File: src/rtl/stmpe610_spi_responder.sv
`default_nettype none
// ============================================================================
// stmpe610_spi_responder : SPI mode-0 target emulating the STMPE610 register map
// Rev 1.0
// ============================================================================
module stmpe610_spi_responder #(
    parameter int          ADDR_W  = 4,
    parameter logic [15:0] CHIP_ID = 16'h0811
) (
    input  logic              SYSCLK,
    input  logic              RST,
    input  logic              SCLK,
    input  logic              CS_N,
    input  logic              MOSI,
    output logic              MISO,
    output logic              MISO_OE,
    output logic              BUSY,
    output logic              WR_STB,
    output logic [ADDR_W-1:0] WR_ADDR,
    output logic [7:0]        WR_DATA
);

    localparam int DEPTH = 1 << ADDR_W;

    localparam logic [1:0] S_IDLE  = 2'd0;
    localparam logic [1:0] S_ADDR  = 2'd1;
    localparam logic [1:0] S_WDATA = 2'd2;
    localparam logic [1:0] S_RDATA = 2'd3;

    logic [1:0]        state_q, state_d;
    logic [2:0]        sclk_sync_q, sclk_sync_d;
    logic [2:0]        cs_sync_q, cs_sync_d;
    logic [1:0]        mosi_sync_q, mosi_sync_d;
    logic [2:0]        bit_cnt_q, bit_cnt_d;
    logic [7:0]        rx_q, rx_d;
    logic [7:0]        tx_q, tx_d;
    logic [ADDR_W-1:0] addr_q, addr_d;
    logic              pend_q, pend_d;
    logic [ADDR_W-1:0] pend_addr_q, pend_addr_d;
    logic [7:0]        pend_data_q, pend_data_d;
    logic              wr_stb_q, wr_stb_d;
    logic [ADDR_W-1:0] wr_addr_q, wr_addr_d;
    logic [7:0]        wr_data_q, wr_data_d;
    logic              miso_q, miso_d;
    logic [7:0]        mem_q [DEPTH];
    logic [7:0]        mem_d [DEPTH];

    logic              sclk_rise, sclk_fall, cs_rise, cs_fall;
    logic              busy;
    logic              addr_ro;
    logic [7:0]        byte_in;
    logic [7:0]        rd_byte;

    // Stage [0] and [1] synchronize; stage [2] is the previous value for edge detection.
    assign sclk_sync_d = {sclk_sync_q[1:0], SCLK};
    assign cs_sync_d   = {cs_sync_q[1:0], CS_N};
    assign mosi_sync_d = {mosi_sync_q[0], MOSI};

    assign sclk_rise = sclk_sync_q[1] & ~sclk_sync_q[2];
    assign sclk_fall = ~sclk_sync_q[1] & sclk_sync_q[2];
    assign cs_rise   = cs_sync_q[1] & ~cs_sync_q[2];
    assign cs_fall   = ~cs_sync_q[1] & cs_sync_q[2];

    assign byte_in = {rx_q[6:0], mosi_sync_q[1]};
    assign addr_ro = (addr_q == ADDR_W'(0)) || (addr_q == ADDR_W'(1));

    always_comb begin
        rd_byte = mem_q[addr_q];
        if (addr_q == ADDR_W'(0)) begin
            rd_byte = CHIP_ID[15:8];
        end else if (addr_q == ADDR_W'(1)) begin
            rd_byte = CHIP_ID[7:0];
        end
    end

    // CS_N synchronizer resets low so a frame already in progress at reset
    // release never looks like a fresh CS_N fall.
    always_ff @(posedge SYSCLK or posedge RST) begin
        if (RST) begin
            state_q     <= S_IDLE;
            sclk_sync_q <= '0;
            cs_sync_q   <= '0;
            mosi_sync_q <= '0;
            bit_cnt_q   <= '0;
            rx_q        <= '0;
            tx_q        <= '0;
            addr_q      <= '0;
            pend_q      <= 1'b0;
            pend_addr_q <= '0;
            pend_data_q <= '0;
            wr_stb_q    <= 1'b0;
            wr_addr_q   <= '0;
            wr_data_q   <= '0;
            miso_q      <= 1'b0;
            for (int i = 0; i < DEPTH; i++) begin
                mem_q[i] <= '0;
            end
        end else begin
            state_q     <= state_d;
            sclk_sync_q <= sclk_sync_d;
            cs_sync_q   <= cs_sync_d;
            mosi_sync_q <= mosi_sync_d;
            bit_cnt_q   <= bit_cnt_d;
            rx_q        <= rx_d;
            tx_q        <= tx_d;
            addr_q      <= addr_d;
            pend_q      <= pend_d;
            pend_addr_q <= pend_addr_d;
            pend_data_q <= pend_data_d;
            wr_stb_q    <= wr_stb_d;
            wr_addr_q   <= wr_addr_d;
            wr_data_q   <= wr_data_d;
            miso_q      <= miso_d;
            mem_q       <= mem_d;
        end
    end

    always_comb begin
        state_d = state_q;
        if (cs_rise) begin
            state_d = S_IDLE;
        end else begin
            case (state_q)
                S_IDLE: if (cs_fall) state_d = S_ADDR;
                S_ADDR: if (sclk_rise && bit_cnt_q == 3'd7) state_d = rx_q[6] ? S_RDATA : S_WDATA;
                default: state_d = state_q;
            endcase
        end
    end

    always_comb begin
        busy   = ~cs_sync_q[2] && (state_q != S_IDLE);
        miso_d = (state_q == S_RDATA) ? tx_q[7] : 1'b0;
    end

    // A CS_N rise takes priority over any SCLK edge seen in the same cycle.
    always_comb begin
        bit_cnt_d   = bit_cnt_q;
        rx_d        = rx_q;
        tx_d        = tx_q;
        addr_d      = addr_q;
        pend_d      = 1'b0;
        pend_addr_d = pend_addr_q;
        pend_data_d = pend_data_q;
        wr_stb_d    = pend_q;
        wr_addr_d   = pend_q ? pend_addr_q : wr_addr_q;
        wr_data_d   = pend_q ? pend_data_q : wr_data_q;
        mem_d       = mem_q;
        if (pend_q) begin
            mem_d[pend_addr_q] = pend_data_q;
        end

        if (cs_rise || state_q == S_IDLE) begin
            bit_cnt_d = '0;
        end else if (sclk_rise) begin
            rx_d      = byte_in;
            bit_cnt_d = bit_cnt_q + 3'd1;
            if (bit_cnt_q == 3'd7) begin
                if (state_q == S_ADDR) begin
                    addr_d = byte_in[ADDR_W-1:0];
                    tx_d   = '0;
                end else if (state_q == S_WDATA) begin
                    if (!addr_ro) begin
                        pend_d      = 1'b1;
                        pend_addr_d = addr_q;
                        pend_data_d = byte_in;
                    end
                    addr_d = addr_q + ADDR_W'(1);
                end
            end
        end else if (sclk_fall && state_q == S_RDATA) begin
            if (bit_cnt_q == 3'd0) begin
                tx_d   = rd_byte;
                addr_d = addr_q + ADDR_W'(1);
            end else begin
                tx_d = {tx_q[6:0], 1'b0};
            end
        end
    end

    assign MISO    = miso_q;
    assign MISO_OE = busy;
    assign BUSY    = busy;
    assign WR_STB  = wr_stb_q;
    assign WR_ADDR = wr_addr_q;
    assign WR_DATA = wr_data_q;

endmodule
`default_nettype wire

File: config.mk
export PLATFORM = sky130hd
export DESIGN_NAME = stmpe610_spi_responder
export DESIGN_NICKNAME = d
export VERILOG_FILES = /design/src/rtl/stmpe610_spi_responder.sv
export SDC_FILE = /design/constraint.sdc
export NUM_CORES = 1
export LEC_CHECK = 0
export ABC_AREA = 1
export BUFFER_PORTS_ARGS = -buffer_cell sky130_fd_sc_hd__buf_2
export CELL_PAD_IN_SITES_DETAIL_PLACEMENT = 0
export CELL_PAD_IN_SITES_GLOBAL_PLACEMENT = 1
export CORE_MARGIN = 10
export CORE_UTILIZATION = 52
export DETAILED_ROUTE_END_ITERATION = 10
export PLACE_DENSITY = 0.86
export SLEW_MARGIN = 20
export SYNTH_ARGS = -nofsm -noshare
export SYNTH_HDL_FRONTEND = slang
export SYNTH_SLANG_ARGS = --single-unit
File: constraint.sdc
create_clock -name SYSCLK -period 8.64 [get_ports SYSCLK]
set_input_delay 0.432 -clock SYSCLK [delete_from_list [all_inputs] [get_ports SYSCLK]]
set_output_delay 0.432 -clock SYSCLK [all_outputs]
set_load 0.01 [all_outputs]
==> results_tabular.tex, run 1 <==
\begin{tabular}{lr}
\hline
Metric & Value \\
\hline
\multicolumn{2}{l}{\textbf{Route}} \\
\quad Met3 WL & 945 um \\
\quad Routed wire length on met2 & 9.05 mm \\
\quad Wire length after detailed routing & 20.0 mm \\
\quad Routed met1 length & 9.78 mm \\
\quad Final routed DRC violation total & 0 \\
\quad Drt first pass iters & 5 \\
\quad WL/cell & 16.8 um \\
\quad Highest metal layer used by the detailed router & met4 \\
\quad Number of vias after detailed routing & 6369 \\
\quad Number of vias per cell & 5.36 \\
\quad First DRT Iteration DRCs & 558 \\
\quad Final ANT Viol Nets & 0 \\
\multicolumn{2}{l}{\textbf{Timing}} \\
\quad RSZ-0062 raised after global routing & no \\
\quad Final setup fails & 0 \\
\quad Min Clock Period, post-route & 2.98 ns \\
\quad Transition time at the pin with the least slew margin & 0.852 ns \\
\quad Final-report hold violation count & 0 \\
\quad Fmax & 336 MHz \\
\quad Layout Skew & 0.00999 ns \\
\quad Relative slew slack & 0.432 \\
\quad Total count of max-transition violations in the final report & 0 \\
\quad Post-Route Setup TNS & 0 ns \\
\quad Worst hold slack after final layout & 0.0975 ns \\
\quad Final worst-path cycle share & 0.345 \\
\multicolumn{2}{l}{\textbf{Yosys}} \\
\quad Post-synthesis instance area & 8490 sq um \\
\quad Cells taking the most area after synthesis & sky130\_fd\_sc\_hd\_\_dfrtp\_1, sky130\_fd\_sc\_hd\_\_nand2\_1, sky130\_fd\_sc\_hd\_\_o21ai\_0 \\
\quad Cell taking the most area after synthesis & sky130\_fd\_sc\_hd\_\_dfrtp\_1 \\
\quad Unique cell type count in the Yosys netlist & 29 \\
\quad Sequential fraction of the synthesis area & 0.551 \\
\quad Yosys top cell area share & 0.551 \\
\quad Synthesized area per cell & 8.75 sq um \\
\quad Warning count from the yosys run & 0 \\
\quad Synth Instances & 971 \\
\quad Nets in the synthesized netlist & 983 \\
\quad Total of flip-flops plus latches after synthesis & 187 \\
\multicolumn{2}{l}{\textbf{Power}} \\
\quad Internal & 1.53 mW \\
\quad Sw frac & 0.344 \\
\quad Leak Pwr & 4.12 nW \\
\quad Power density over the cells & 255 nW/um\^{}2 \\
\quad Sequential power share & 0.407 \\
\quad Clock network fraction of design power & 0.336 \\
\quad Net switching power & 0.803 mW \\
\quad Logic gate share of total power & 0.257 \\
\quad Maximum vdd ir drop & 0.000175 V \\
\multicolumn{2}{l}{\textbf{Cells and area}} \\
\quad Layout cells sized above 1 & 0.115 \\
\quad Count of inserted antenna diode cells & 0 \\
\quad Total area of multi-input combinational cells & 3220 sq um \\
\quad Fill cell total of the finished layout & 1499 \\
\quad Area occupied by registers & 4680 sq um \\
\quad Number of nets in the layout & 972 \\
\quad Area added between synthesis and finish & 7.64\% \\
\multicolumn{2}{l}{\textbf{Global routing}} \\
\quad Maximum number of pins on one net before global-route repair & 125 \\
\quad Via count of the first global-routing pass & 5980 \\
\quad Overflow left after global routing & 0 \\
\quad Global-route wire length before repair & 32.8 mm \\
\quad Antenna violations before repair & 0 \\
\quad Global routing usage summed across all routing layers & 0.190 \\
\multicolumn{2}{l}{\textbf{Floorplanning}} \\
\quad Horizontal die dimension & 148 um \\
\quad Core region area & 15900 sq um \\
\quad Die height & 148 um \\
\quad Overall die area & 21800 sq um \\
\quad Initial standard-cell utilization of the core & 0.533 \\
\quad FP Rows & 46 \\
\quad IO Pins & 21 \\
\multicolumn{2}{l}{\textbf{Clock tree}} \\
\quad TritonCTS Sinks & 187 \\
\quad Number of buffers created by CTS & 17 \\
\quad Gates resized, CTS repair & 0 \\
\quad Number of post-CTS setup repair buffers & 0 \\
\quad Clock Pin Slew Worst Setup and Hold Paths & 0.07 ns \\
\quad Root Buffer Master & sky130\_fd\_sc\_hd\_\_clkbuf\_16 \\
\quad Largest buffer count on any clock path & 2 \\
\quad Max H-tree Level & 4 \\
\quad Clock tree from TritonCTS & done \\
\quad Clock Latency Late Sink & 0.43 ns \\
\quad CTS Hold Bufs & 0 \\
\multicolumn{2}{l}{\textbf{Critical path}} \\
\quad Worst Setup Path Type & flip-flop to flip-flop \\
\quad Flop-to-flop setup slack & 5.66 ns \\
\quad Highest net fanout along the worst path & 68 \\
\quad Required time of the worst setup path & 8.93 ns \\
\quad Arrival time worst endpoint & 3.27 ns \\
\quad CP endpoint kind & flip-flop \\
\quad Crit start category & flip-flop \\
\multicolumn{2}{l}{\textbf{Run}} \\
\quad Max-capacitance violation count & 0 \\
\multicolumn{2}{l}{\textbf{Run status}} \\
\quad Status & finished, final reports clean \\
\multicolumn{2}{l}{\textbf{Placed design}} \\
\quad Weighted congestion at the end of routability-driven global placement & 0.824 \\
\quad Buffers on Ports & 20 \\
\quad HPWL after detailed placement & 12.5 mm \\
\multicolumn{2}{l}{\textbf{Min path}} \\
\quad Class of the tightest hold or removal check & primary input to flip-flop \\
\hline
\end{tabular}
==> kinds of logic (layout without fill, tap and decap cells) <==
group | after synthesis | in the layout | synth area share
buffers and inverters | 119 | 120 | 0.0695
adder cells (fa/ha/maj) | 7 | 7 | 0.0103
AO/OA/AOI/OAI | 268 | 268 | 0.171
flip-flops | 187 | 187 | 0.551
XOR/XNOR | 2 | 2 | 0.00206
AND/OR/NAND/NOR | 388 | 388 | 0.196
==> layout make-up <==
type	count	area share
repair buffers	25	0.0151
inverters	64	0.0271
flip-flops and latches	187	0.512
clock inverters	12	0.0153
multi-input cells	665	0.353
clock buffers	19	0.0484
well taps	216	0.0296
==> stage by stage <==
stage,util,power (mW),cells,area [sq um],setup WS (ns)
floorplan,-,1.43,971,8490,3.12
finish,0.574,2.34,1188,9140,5.66
detailed placement,0.537,1.57,1157,8560,5.71
global route,0.574,2.47,1188,9140,5.43
CTS,0.574,2.35,1188,9140,5.70
global placement,0.537,1.56,1157,8560,5.74
==> synth_stat cells, drive strengths merged <==
master	number
nand2	241
o22ai	14
o211ai	14
nor2	107
nor4	1
buf	38
dfrtp	187
nand3	36
o21ai	224
clkinv	1
clkbuf	17
a21boi	1
xor2	2
nor3	3
inv	63
ha	7
a21oi	14
a22oi	1
==> worst max-delay path: stages (launching register included) <==
cell and delay (ns):
sky130_fd_sc_hd__dfrtp_2 0.34, sky130_fd_sc_hd__buf_4 0.52, sky130_fd_sc_hd__inv_2 0.45, sky130_fd_sc_hd__buf_4 0.37, sky130_fd_sc_hd__ha_1 0.24, sky130_fd_sc_hd__nand2_1 0.09
sky130_fd_sc_hd__nand3_2 0.41, sky130_fd_sc_hd__inv_1 0.24, sky130_fd_sc_hd__o21ai_0 0.09
==> metal layers <==
metal / vias to the layer above / global-route usage
met5: - / 0
met4: 0 / 0.0471
met3: 12 / 0.0427
met2: 130 / 0.283
met1: 3073 / 0.273
li1: 3154 / -
==> final timing paths <==
| check | start | end | cells past startpoint |
|---|---|---|---|
| min | MOSI | mosi_sync_q[0]$_DFF_PP0_ | 1 |
| min reg2reg | cs_sync_q[0]$_DFF_PP0_ | cs_sync_q[1]$_DFF_PP0_ | 0 |
| max in group asynchronous | RST | mem_q[102]$_DFFE_PP0P_ | 3 |
| max | addr_q[0]$_DFFE_PP0P_ | pend_data_q[7]$_DFFE_PP0P_ | 8 |
| max reg2reg | addr_q[0]$_DFFE_PP0P_ | pend_data_q[7]$_DFFE_PP0P_ | 8 |
| min in group asynchronous | RST | WR_DATA[7]$_DFFE_PP0P_ | 2 |
==> placed cells by master, fill, tap and decap left out, types with 2 or more instances in the layout <==
cell type	n
sky130_fd_sc_hd__o21ai_0	150
sky130_fd_sc_hd__inv_6	4
sky130_fd_sc_hd__inv_1	58
sky130_fd_sc_hd__nand3_1	30
sky130_fd_sc_hd__nor3_1	2
sky130_fd_sc_hd__buf_2	20
sky130_fd_sc_hd__clkinv_4	2
sky130_fd_sc_hd__dfrtp_1	186
sky130_fd_sc_hd__o21ai_1	59
sky130_fd_sc_hd__xor2_1	2
sky130_fd_sc_hd__buf_4	5
sky130_fd_sc_hd__nand2_2	11
sky130_fd_sc_hd__ha_1	7
sky130_fd_sc_hd__o21ai_2	15
sky130_fd_sc_hd__nor2_1	91
sky130_fd_sc_hd__a21oi_1	14
sky130_fd_sc_hd__clkbuf_16	17
sky130_fd_sc_hd__clkinvlp_4	3
sky130_fd_sc_hd__o211ai_1	14
sky130_fd_sc_hd__nand3_2	6
sky130_fd_sc_hd__nor2_4	8
sky130_fd_sc_hd__nand2_1	229
sky130_fd_sc_hd__inv_2	4
sky130_fd_sc_hd__bufinv_16	2
sky130_fd_sc_hd__nor2_2	8
sky130_fd_sc_hd__o22ai_1	14
==> state kept, by name, indices dropped and copies added, names as in the netlist <==
signal / cells
bit_cnt_q: 3
sclk_sync_q: 3
state_q: 2
pend_data_q: 8
WR_STB: 1
pend_addr_q: 4
WR_DATA: 8
tx_q: 8
cs_sync_q: 3
WR_ADDR: 4
pend_q: 1
mem_q: 128
rx_q: 7
MISO: 1
mosi_sync_q: 2
addr_q: 4
==> power groups by stage <==
stage | combinational (mW) | sequential (mW) | clock, mW
2_1_floorplan | 0.476 | 0.956 | 0
3_3_place_gp | 0.598 | 0.965 | 0
3_5_place_dp | 0.600 | 0.966 | 0
4_1_cts | 0.605 | 0.950 | 0.792
5_1_grt | 0.686 | 0.954 | 0.831
6_report | 0.601 | 0.950 | 0.785
(Power assumes the default switching activity.)
==> run 2, diff against run 1 <==
Settings changed: CORE_UTILIZATION 52 to 48, PLACE_DENSITY 0.86 to 0.8.
Clock period 8.64 ns to 2.8 ns, I/O delays scaled along.
==> run 2 against run 1 <==
Maximum frequency is 41% higher. Power rose to 3.1 times the previous value. Worst setup slack got worse by 5.0 ns. Clock power rose to 3.1 times the previous value. Die area up 7.2%. Combinational power increased to 3.3 times the previous value. Hold slack improved by 0.24 ns. Cell count up 1.6%. Global-route usage is 0.55 points lower. Register-to-register slack worse by 5.0 ns. Largest power group unchanged.
==> results_tabular.tex, run 2 (same netlist as run 1, synthesis figures left out) <==
\begin{tabular}{lr}
\hline
Metric & Value \\
\hline
\multicolumn{2}{l}{\textbf{Clock tree}} \\
\quad Largest buffer count on any clock path & 2 (unchanged) \\
\quad Clock Latency Late Sink & 0.44 ns (about the same) \\
\quad Number of buffers created by CTS & 17 (unchanged) \\
\quad TritonCTS Sinks & 187 (unchanged) \\
\quad Clock Pin Slew Worst Setup and Hold Paths & 0.07 ns (about the same) \\
\quad Gates resized, CTS repair & 0 (unchanged) \\
\quad Root Buffer Master & sky130\_fd\_sc\_hd\_\_clkbuf\_16 \\
\quad Max H-tree Level & 4 (unchanged) \\
\quad Clock tree from TritonCTS & done \\
\multicolumn{2}{l}{\textbf{Cells and area}} \\
\quad Largest register FFs & 128 (unchanged) \\
\quad Count of inserted antenna diode cells & 0 (unchanged) \\
\quad Number of nets in the layout & 981 (+0.93\%) \\
\quad Final design area excluding fillers & 9320 sq um (+1.9\%) \\
\quad Most used cells in the layout excluding fill and tap cells & sky130\_fd\_sc\_hd\_\_nand2\_1, sky130\_fd\_sc\_hd\_\_dfrtp\_1, sky130\_fd\_sc\_hd\_\_o21ai\_0 \\
\quad Area added between synthesis and finish & 9.66\% \\
\quad Register containing the most flip-flops in the final layout & mem\_q \\
\quad Area occupied by registers & 4680 sq um (unchanged) \\
\quad Total area of multi-input combinational cells & 3220 sq um (unchanged) \\
\quad Layout cells sized above 1 & 0.121 (+0.00595) \\
\quad Final standard cell utilization of the core & 0.539 (-0.0350) \\
\quad Most common library cell in the layout ignoring fill and taps & sky130\_fd\_sc\_hd\_\_nand2\_1 \\
\quad Fill cell total of the finished layout & 1652 (+10\%) \\
\quad Final non-filler cell total & 1207 (+1.6\%) \\
\multicolumn{2}{l}{\textbf{Timing}} \\
\quad Fmax & 472 MHz (+41\%) \\
\quad Final worst-path cycle share & 0.756 (+0.411) \\
\quad Worst Setup Slack, final & 0.683 ns (-4.98 ns) \\
\quad Relative slew slack & 0.337 (-0.0950) \\
\quad Layout Skew & 0.0101 ns (+0.000113 ns) \\
\quad Min Clock Period, post-route & 2.12 ns (-0.862 ns) \\
\quad Worst hold slack after final layout & 0.334 ns (+0.237 ns) \\
\quad Transition time at the pin with the least slew margin & 0.993 ns (+0.140 ns) \\
\quad Final-report hold violation count & 0 (unchanged) \\
\quad Total count of max-transition violations in the final report & 0 (unchanged) \\
\quad RSZ-0062 raised after global routing & no \\
\quad Post-Route Setup TNS & 0 ns (unchanged) \\
\quad Final setup fails & 0 (unchanged) \\
\multicolumn{2}{l}{\textbf{Critical path}} \\
\quad Required time of the worst setup path & 3.08 ns (-5.85 ns) \\
\quad Highest net fanout along the worst path & 23 (-66\%) \\
\quad Flop-to-flop setup slack & 0.68 ns (-4.98 ns) \\
\quad Start of the worst register-to-register path & cs\_sync\_q[1]\$\_DFF\_PP0\_ \\
\quad Arrival time worst endpoint & 2.40 ns (-0.87 ns) \\
\quad Cell chain of the critical path & ha\_1, nor4\_2, nand3\_2, inv\_1, o21ai\_0 \\
\quad Standard cell with the maximum stage delay on the critical path & sky130\_fd\_sc\_hd\_\_nand3\_2 \\
\quad Largest stage delay, worst path & 0.52 ns (about the same) \\
\quad Crit start category & flip-flop \\
\quad Critical Path Source & cs\_sync\_q[1]\$\_DFF\_PP0\_ \\
\quad Worst Setup Path Type & flip-flop to flip-flop \\
\quad CP endpoint kind & flip-flop \\
\multicolumn{2}{l}{\textbf{Route}} \\
\quad Drt first pass iters & 6 (+1) \\
\quad WL/cell & 17.4 um (+3.7\%) \\
\quad Wire length after detailed routing & 21.1 mm (+5.3\%) \\
\quad Number of vias per cell & 5.34 (-0.48\%) \\
\quad Final ANT Viol Nets & 0 (unchanged) \\
\quad Final routed DRC violation total & 0 (unchanged) \\
\quad Number of vias after detailed routing & 6440 (+1.1\%) \\
\quad First DRT Iteration DRCs & 478 (-14\%) \\
\multicolumn{2}{l}{\textbf{Power}} \\
\quad Maximum vdd ir drop & 0.000631 V (+260\%) \\
\quad Power density over the cells & 789 nW/um\^{}2 (+210\%) \\
\quad Leak Pwr & 4.19 nW (+1.8\%) \\
\quad Final Total Pwr & 7.35 mW (+210\%) \\
\multicolumn{2}{l}{\textbf{Run}} \\
\quad Max-capacitance violation count & 0 (unchanged) \\
\multicolumn{2}{l}{\textbf{Placed design}} \\
\quad Weighted congestion at the end of routability-driven global placement & 0.849 (+3.0\%) \\
\quad HPWL after detailed placement & 13.5 mm (+8.6\%) \\
\quad Buffers on Ports & 20 (unchanged) \\
\quad Pre-CTS worst setup slack & 0.706 ns (-5.00 ns) \\
\quad Placed cell area & 8680 sq um (+1.4\%) \\
\quad Count of placed standard cells including taps & 1171 (+1.2\%) \\
\multicolumn{2}{l}{\textbf{Floorplanning}} \\
\quad IO Pins & 21 (unchanged) \\
\quad Core region area & 17300 sq um (+8.5\%) \\
\quad FP Rows & 48 (+4.3\%) \\
\quad Die height & 153 um (+3.5\%) \\
\quad Initial standard-cell utilization of the core & 0.491 (-0.0417) \\
\quad Horizontal die dimension & 153 um (+3.5\%) \\
\quad Overall die area & 23400 sq um (+7.2\%) \\
\multicolumn{2}{l}{\textbf{Global routing}} \\
\quad Global-route wire length before repair & 34.7 mm (+5.7\%) \\
\quad Via count of the first global-routing pass & 6268 (+4.8\%) \\
\quad Overflow left after global routing & 0 (unchanged) \\
\quad Global routing usage summed across all routing layers & 0.184 (-0.00550) \\
\quad Antenna violations before repair & 0 (unchanged) \\
\quad Maximum number of pins on one net before global-route repair & 68 (-46\%) \\
\multicolumn{2}{l}{\textbf{Run status}} \\
\quad Status & finished, final reports clean \\
\multicolumn{2}{l}{\textbf{Min path}} \\
\quad Launch instance of the worst min-delay path & MOSI \\
\quad Class of the tightest hold or removal check & primary input to flip-flop \\
\hline
\end{tabular}
## run 2: timing repair
action	4_1_cts	5_1_grt
hold endpoints to repair	40	0
buffers inserted	0	0
hold buffers	4	0
## run 2: final timing paths
| path | end | cells past startpoint |
|---|---|---|
| setup / recovery | pend_data_q[7]$_DFFE_PP0P_ | 5 |
| hold / removal | mosi_sync_q[0]$_DFF_PP0_ | 2 |
| setup reg to reg | pend_data_q[7]$_DFFE_PP0P_ | 5 |
| hold reg to reg | mosi_sync_q[1]$_DFF_PP0_ | 0 |
| max in group asynchronous | tx_q[7]$_DFFE_PP0P_ | 4 |
| min in group asynchronous | WR_DATA[5]$_DFFE_PP0P_ | 3 |
## run 2: report_power, final
group | internal (mW) | switching, mW
Combinational | 0.615 | 1.37
Clock | 1.29 | 1.14
Sequential | 2.83 | 0.105
Total | 4.73 | 2.61
## run 2: critical path, delay by kind of cell (launching register included)
kind / cells / cell delay, ns
adders and majority gates: 1 / 0.29
and+or+nand+nor: 2 / 0.94
DFF: 1 / 0.38
buffers and inverters: 1 / 0.24
AOI/OAI and AO/OA: 1 / 0.11
## run 2: layout make-up
class                   count  share of cell area
inverters                  64              0.0262
flip-flops and latches    187               0.502
clock buffers              18              0.0471
clock inverters            14              0.0167
repair buffers             34              0.0312
multi-input cells         665               0.346
well taps                 225              0.0302
## run 2: routing by layer
layer | share of wire | GRT usage | wire, um | vias to the layer above
li1 | - | - | - | 3179
met1 | 0.47 | 0.248 | 9950 | 3126
met2 | 0.47 | 0.289 | 9870 | 114
met3 | 0.043 | 0.0412 | 904 | 21
met4 | 0.016 | 0.0572 | 331 | 0
met5 | 0 | 0 | 0 | -
